===== src/rtl/dct_mac_sequencer_if.sv =====
// dct_mac_sequencer_if: row-vector accept, MAC strobe and coefficient handoff signals of one DCT MAC unit
// Build option DCT_MAC_SEQ_PERF_EN adds the blk_cnt/stall_cnt performance counters.
interface dct_mac_sequencer_if #(
  parameter int TW = 3
);
  logic          in_valid;
  logic          in_ready;
  logic [TW-1:0] tap_sel;
  logic          mac_en;
  logic          mac_clr;
  logic          res_ld;
  logic          out_valid;
  logic          out_ready;
  logic          busy;
`ifdef DCT_MAC_SEQ_PERF_EN
  logic [15:0]   blk_cnt;
  logic [15:0]   stall_cnt;
  modport master (
    input  in_valid, out_ready,
    output in_ready, tap_sel, mac_en, mac_clr, res_ld, out_valid, busy, blk_cnt, stall_cnt
  );
  modport slave (
    output in_valid, out_ready,
    input  in_ready, tap_sel, mac_en, mac_clr, res_ld, out_valid, busy, blk_cnt, stall_cnt
  );
`else
  modport master (
    input  in_valid, out_ready,
    output in_ready, tap_sel, mac_en, mac_clr, res_ld, out_valid, busy
  );
  modport slave (
    output in_valid, out_ready,
    input  in_ready, tap_sel, mac_en, mac_clr, res_ld, out_valid, busy
  );
`endif
endinterface


===== src/rtl/dct_mac_sequencer.sv =====
// dct_mac_sequencer: steps one DCT MAC through TAPS taps, drains its pipeline, loads and hands off the coefficient
// Build option DCT_MAC_SEQ_PERF_EN adds the handoff and HOLD-stall counters.
module dct_mac_sequencer #(
  parameter int TAPS    = 8,
  parameter int MAC_LAT = 2,
  parameter int TW      = $clog2(TAPS)
) (
  input logic                   clk,
  input logic                   rst_n,
  input logic                   ena,
  input logic                   flush,
  dct_mac_sequencer_if.master   bus
);
  typedef enum logic [2:0] {IDLE, ACC, DRAIN, LOAD, HOLD} state_t;
  localparam logic [TW-1:0] TLAST = TW'(TAPS - 1);
  localparam logic [2:0]    DLAST = 3'(MAC_LAT == 0 ? 0 : MAC_LAT - 1);
  state_t        state;
  logic [TW-1:0] tap;
  logic [2:0]    drn;
  logic          go;
  assign go            = ena & ~flush;
  // rst_n masks in_ready so nothing is offered while the block is held in reset
  assign bus.in_ready  = (state == IDLE) & go & rst_n;
  assign bus.mac_en    = (state == ACC) & go;
  assign bus.mac_clr   = (state == ACC) & go & (tap == '0);
  assign bus.tap_sel   = (state == ACC) ? tap : '0;
  assign bus.res_ld    = (state == LOAD) & go;
  assign bus.out_valid = (state == HOLD) & ~flush;
  assign bus.busy      = state != IDLE;
  always_ff @(posedge clk or negedge rst_n) begin
    if (!rst_n) begin
      state <= IDLE;
      tap   <= '0;
      drn   <= '0;
    end else if (flush) begin
      state <= IDLE;
      tap   <= '0;
      drn   <= '0;
    end else if (ena) begin
      case (state)
        IDLE: if (bus.in_valid) begin
          state <= ACC;
          tap   <= '0;
        end
        ACC: begin
          tap <= tap + 1'b1;
          if (tap == TLAST) begin
            state <= (MAC_LAT == 0) ? LOAD : DRAIN;
            drn   <= '0;
          end
        end
        DRAIN: begin
          drn <= drn + 1'b1;
          if (drn == DLAST) state <= LOAD;
        end
        LOAD:    state <= HOLD;
        HOLD:    if (bus.out_ready) state <= IDLE;
        default: state <= IDLE;
      endcase
    end
  end
`ifdef DCT_MAC_SEQ_PERF_EN
  // handoffs wrap, stalls saturate; flush clears neither
  always_ff @(posedge clk or negedge rst_n) begin
    if (!rst_n) begin
      bus.blk_cnt   <= '0;
      bus.stall_cnt <= '0;
    end else begin
      if ((state == HOLD) & go & bus.out_ready) bus.blk_cnt <= bus.blk_cnt + 1'b1;
      if ((state == HOLD) & ena & ~bus.out_ready & ~&bus.stall_cnt) bus.stall_cnt <= bus.stall_cnt + 1'b1;
    end
  end
`endif
endmodule


===== src/flat_wrapper.sv =====
// flat-port wrapper written by rule: the top's interface ports become plain ports
module dct_mac_sequencer_flat 
#(
  parameter int TAPS    = 8,
  parameter int MAC_LAT = 2,
  parameter int TW      = $clog2(TAPS)
)
  (clk, rst_n, ena, flush, bus_in_valid, bus_out_ready, bus_in_ready, bus_tap_sel, bus_mac_en, bus_mac_clr, bus_res_ld, bus_out_valid, bus_busy);
  dct_mac_sequencer_if #(.TW(TW)) bus_i ();
  input logic clk;
  input logic rst_n;
  input logic ena;
  input logic flush;
  input wire logic [$bits(bus_i.in_valid)-1:0] bus_in_valid;
  input wire logic [$bits(bus_i.out_ready)-1:0] bus_out_ready;
  output wire logic [$bits(bus_i.in_ready)-1:0] bus_in_ready;
  output wire logic [$bits(bus_i.tap_sel)-1:0] bus_tap_sel;
  output wire logic [$bits(bus_i.mac_en)-1:0] bus_mac_en;
  output wire logic [$bits(bus_i.mac_clr)-1:0] bus_mac_clr;
  output wire logic [$bits(bus_i.res_ld)-1:0] bus_res_ld;
  output wire logic [$bits(bus_i.out_valid)-1:0] bus_out_valid;
  output wire logic [$bits(bus_i.busy)-1:0] bus_busy;
  assign bus_i.in_valid = bus_in_valid;
  assign bus_i.out_ready = bus_out_ready;
  assign bus_in_ready = bus_i.in_ready;
  assign bus_tap_sel = bus_i.tap_sel;
  assign bus_mac_en = bus_i.mac_en;
  assign bus_mac_clr = bus_i.mac_clr;
  assign bus_res_ld = bus_i.res_ld;
  assign bus_out_valid = bus_i.out_valid;
  assign bus_busy = bus_i.busy;
  dct_mac_sequencer #(.TAPS(TAPS), .MAC_LAT(MAC_LAT), .TW(TW)) u_core (.clk(clk), .rst_n(rst_n), .ena(ena), .flush(flush), .bus(bus_i));
endmodule

===== config.mk =====
export PLATFORM = sky130hd
export DESIGN_NAME = dct_mac_sequencer_flat
export DESIGN_NICKNAME = d
export VERILOG_FILES = /design/src/rtl/dct_mac_sequencer_if.sv /design/src/rtl/dct_mac_sequencer.sv /design/src/flat_wrapper.sv
export SDC_FILE = /design/constraint.sdc
export NUM_CORES = 1
export LEC_CHECK = 0
export CAP_MARGIN = 25
export CORE_UTILIZATION = 46
export CTS_BUF_LIST = sky130_fd_sc_hd__clkbuf_2 sky130_fd_sc_hd__clkbuf_4 sky130_fd_sc_hd__clkbuf_8
export DETAILED_ROUTE_END_ITERATION = 12
export MAX_ROUTING_LAYER = met4
export PLACE_DENSITY = 0.81
export SYNTH_ARGS = -nofsm -noshare
export SYNTH_HDL_FRONTEND = slang
export SYNTH_SLANG_ARGS = --single-unit

===== constraint.sdc =====
create_clock -name clk -period 1.5 [get_ports clk]
set_input_delay 0.15 -clock clk [delete_from_list [all_inputs] [get_ports clk]]
set_output_delay 0.15 -clock clk [all_outputs]
set_load 0.02 [all_outputs]

==> summary.md <==
| Metric | Value |
|---|---|
| Outcome | `finished with violations` |
| Failing checks | `setup timing` |
| PwrDens | `1444 nW/µm²` |
| Yosys top cell by area | `dfrtp_1` |
| Detail Route Antenna Nets | `0` |
| Max cap viols | `0` |
| Post-synth net total | `82` |
| Port bufs | `14` |
| Area of the multi-input gates | `525.5 µm²` |
| WL/cell | `21.69 µm` |
| Leading cell types in the layout, fill and taps excluded | `25 x buf_4, 15 x buf_6, 9 x dfrtp_1, 5 x nand2_1` |
| Initial detailed-routing violation count | `21` |
| Hold WC Path Type | `primary input to async pin` |
| # setup viols final | `18` |
| Largest net degree at the start of global routing | `11` |
| Core area | `1334 µm²` |
| Post-Syn Area | `669.4 µm²` |
| Reg2reg path depth | `5` |
| DIE AREA | `1612 µm²` |
| WP data required | `approximately 1.7 ns` |
| Syn Area/Cell | `9.428 µm²` |
| Drt total wl | `2863 µm` |
| Period Utilization, post-route | `117.8%` |
| Asr flop ratio synth | `100.0%` |
| Top post-synthesis cells by area | `dfrtp_1 34%, ha_1 9.3%, mux2_4 4.5%, o21ai_0 3.7%, inv_1 3.4%` |
| Starting Density | `50.19%` |
| Primary FF master, synth | `dfrtp_1` |
| Slew margin rel. | `78.53%` |
| Yosys cell types | `30` |
| Slew Viols, Final | `0` |
| Commonest non-fill, non-tap cell in the layout | `buf_4` |
| Root Buffer | `clkbuf_4` |
| RD Place Congestion | `0.7508` |
| Hold Buf Count CTS | `0` |
| CTS Buf Count | `3` |
| # IOs | `15` |
| RSZ-0062 raised after global routing | `true` |
| Final core utilization | `92.87%` |
| Critical path peak fanout | `6` |
| Worst Max-Slew Pin Slew | `0.3131 ns` |
| Tot GR Track Use | `33.17%` |
| Syn. warnings | `0` |
| WS Path Type | `flip-flop to flip-flop` |
| Worst EP arrival | `1.95 ns` |
| Drt first pass iters | `4` |
| Vias | `a little under 800` |
| First-pass GRT wire length | `3160 µm` |
| Setup crit end kind | `flip-flop` |
| Cell Count Post-Placement | `116` |
| Antenna violations before repair | `0` |
| Finished Layout Cells | `132` |
| Register area | `225.2 µm²` |
| Final Net Count | `129` |
| DRC Markers | `0` |
| Worst-path clk slew | `0.09 ns` |
| Sink Count | `9` |
| DR vias/cell | `5.962` |
| H-tree depth | `1` |
| Crit start category | `flip-flop` |
| HPWL Detailed | `1226 µm` |
| Yosys reg bits | `9` |
| Final min period | `1.767 ns` |
| CTS tree | `built` |
| Die height | `40.15 µm` |
| Total grt overflow | `0` |
| Top-area cell type share of the netlist area | `33.64%` |
| Skew-Pair Late Insertion Delay | `0.29 ns` |
| ANT cells | `0` |
| Leakage | `0.5709 nW` |
| Final worst slack | `-0.2675 ns` |
| Post-synth EDFFs | `0` |
| Achievable Freq | `0.5658 GHz` |
| Clock skew | `0.01723 ns` |
| Cell count after synthesis | `71` |
| Die Width | `between 40 and 50 µm` |
| Sequential area share after synthesis | `33.64%` |
| CTS Buffer Depth | `2` |
| Layout cells sized above 1 | `between 60% and 70%` |
| Worst VDD drop | `1.047 mV` |
| # fillers | `48` |
| Number of global-route vias before repair | `703` |
| Num rows | `13` |
| Hold Vio Cnt, Final | `0` |
| Area grow syn2layout | `85.05%` |
## registers in the layout, summed over array words and instances (netlist names)
| register | flops |
|---|---|
| u_core.tap | 3 |
| u_core.state | 3 |
| u_core.drn | 3 |
## worst paths after layout
kind                            startpoint               to  slack [ns]
max                        u_core.state[2]  u_core.state[1]       -0.27
min                                  rst_n    u_core.tap[2]        0.18
max reg2reg                u_core.state[2]  u_core.state[1]       -0.27
min reg2reg                  u_core.tap[2]    u_core.tap[2]        0.65
max in group asynchronous            rst_n    u_core.drn[2]        1.15
min in group clk                     flush    u_core.tap[2]        0.52
## repair_timing
| action | CTS | global route |
|---|---|---|
| pin swaps | 7 | 10 |
| endpoints found under the hold margin | 0 | 0 |
| buffers inserted | 10 | 2 |
| setup endpoints to repair | 18 | 18 |
| resized for setup | 64 | 18 |
## power breakdown
group          internal (mW)  total (mW)  leakage [nW]  switching [mW]
clock                  0.122       0.240        0.0184           0.119
sequential             0.286       0.333         0.123          0.0464
combinational          0.657        1.21         0.430           0.558
total                   1.06        1.79         0.571           0.723
## through the flow
stage          area [µm²]  setup WS (ns)  power, mW  TNS [ns]  hold slack (ns)
4_1_cts              1147        -0.2090      1.529    -1.497           0.1922
2_1_floorplan       694.4       -0.08694     0.7491   -0.2261          -0.1456
5_1_grt              1239        -0.2801      1.839    -3.115           0.2028
6_report             1239        -0.2675      1.788    -2.688           0.1839
3_3_place_gp        978.4        -0.4812      1.063    -4.091           0.4696
3_5_place_dp        978.4        -0.5219      1.084    -4.618           0.4793
## critical path: stages (launching register included)
cell and delay, ns:
dfrtp_1 0.43, buf_6 0.16, or4b_4 0.51, o2bb2ai_4 0.17
nor3_4 0.08, mux2_4 0.30
## cell usage after synthesis, drive strengths merged, types with 2 or more instances
cell / n
dfrtp: 9
a31oi: 2
buf: 3
and4: 2
inv: 6
o21ai: 5
nand3b: 2
nor2: 4
nand2: 6
nor3b: 2
mux2: 4
ha: 5
nor3: 5
and3: 2
nor2b: 2
## metal layers
metal / GRT usage, % / vias up / wire length (µm)
met5: - / - / 0
li1: - / 343 / -
met1: 36.39 / 371 / 1109
met2: 54.03 / 55 / 1441
met4: 19.83 / 0 / 109
met3: 7.778 / 18 / 203
## kinds of logic (layout without fill, tap and decap cells)
| logic type | Yosys count | after routing | synth area share [%] |
|---|---|---|---|
| AO/OA/AOI/OAI | 11 | 11 | 11.21 |
| adder cells (fa/ha/maj) | 5 | 5 | 9.346 |
| buffers and inverters | 10 | 56 | 7.102 |
| AND/OR/NAND/NOR | 30 | 30 | 28.04 |
| multiplexers | 5 | 5 | 9.346 |
| flip-flops | 9 | 9 | 33.65 |
| XOR/XNOR | 1 | 1 | 1.309 |
## final cells by class
class	count	area share, %
multi-input combinational	52	42.42
tap	15	1.515
clock buffer	4	2.424
timing repair buffer	46	33.64
sequential	9	18.18
inverter	6	1.818
Power figures use the tool's default switching activity.
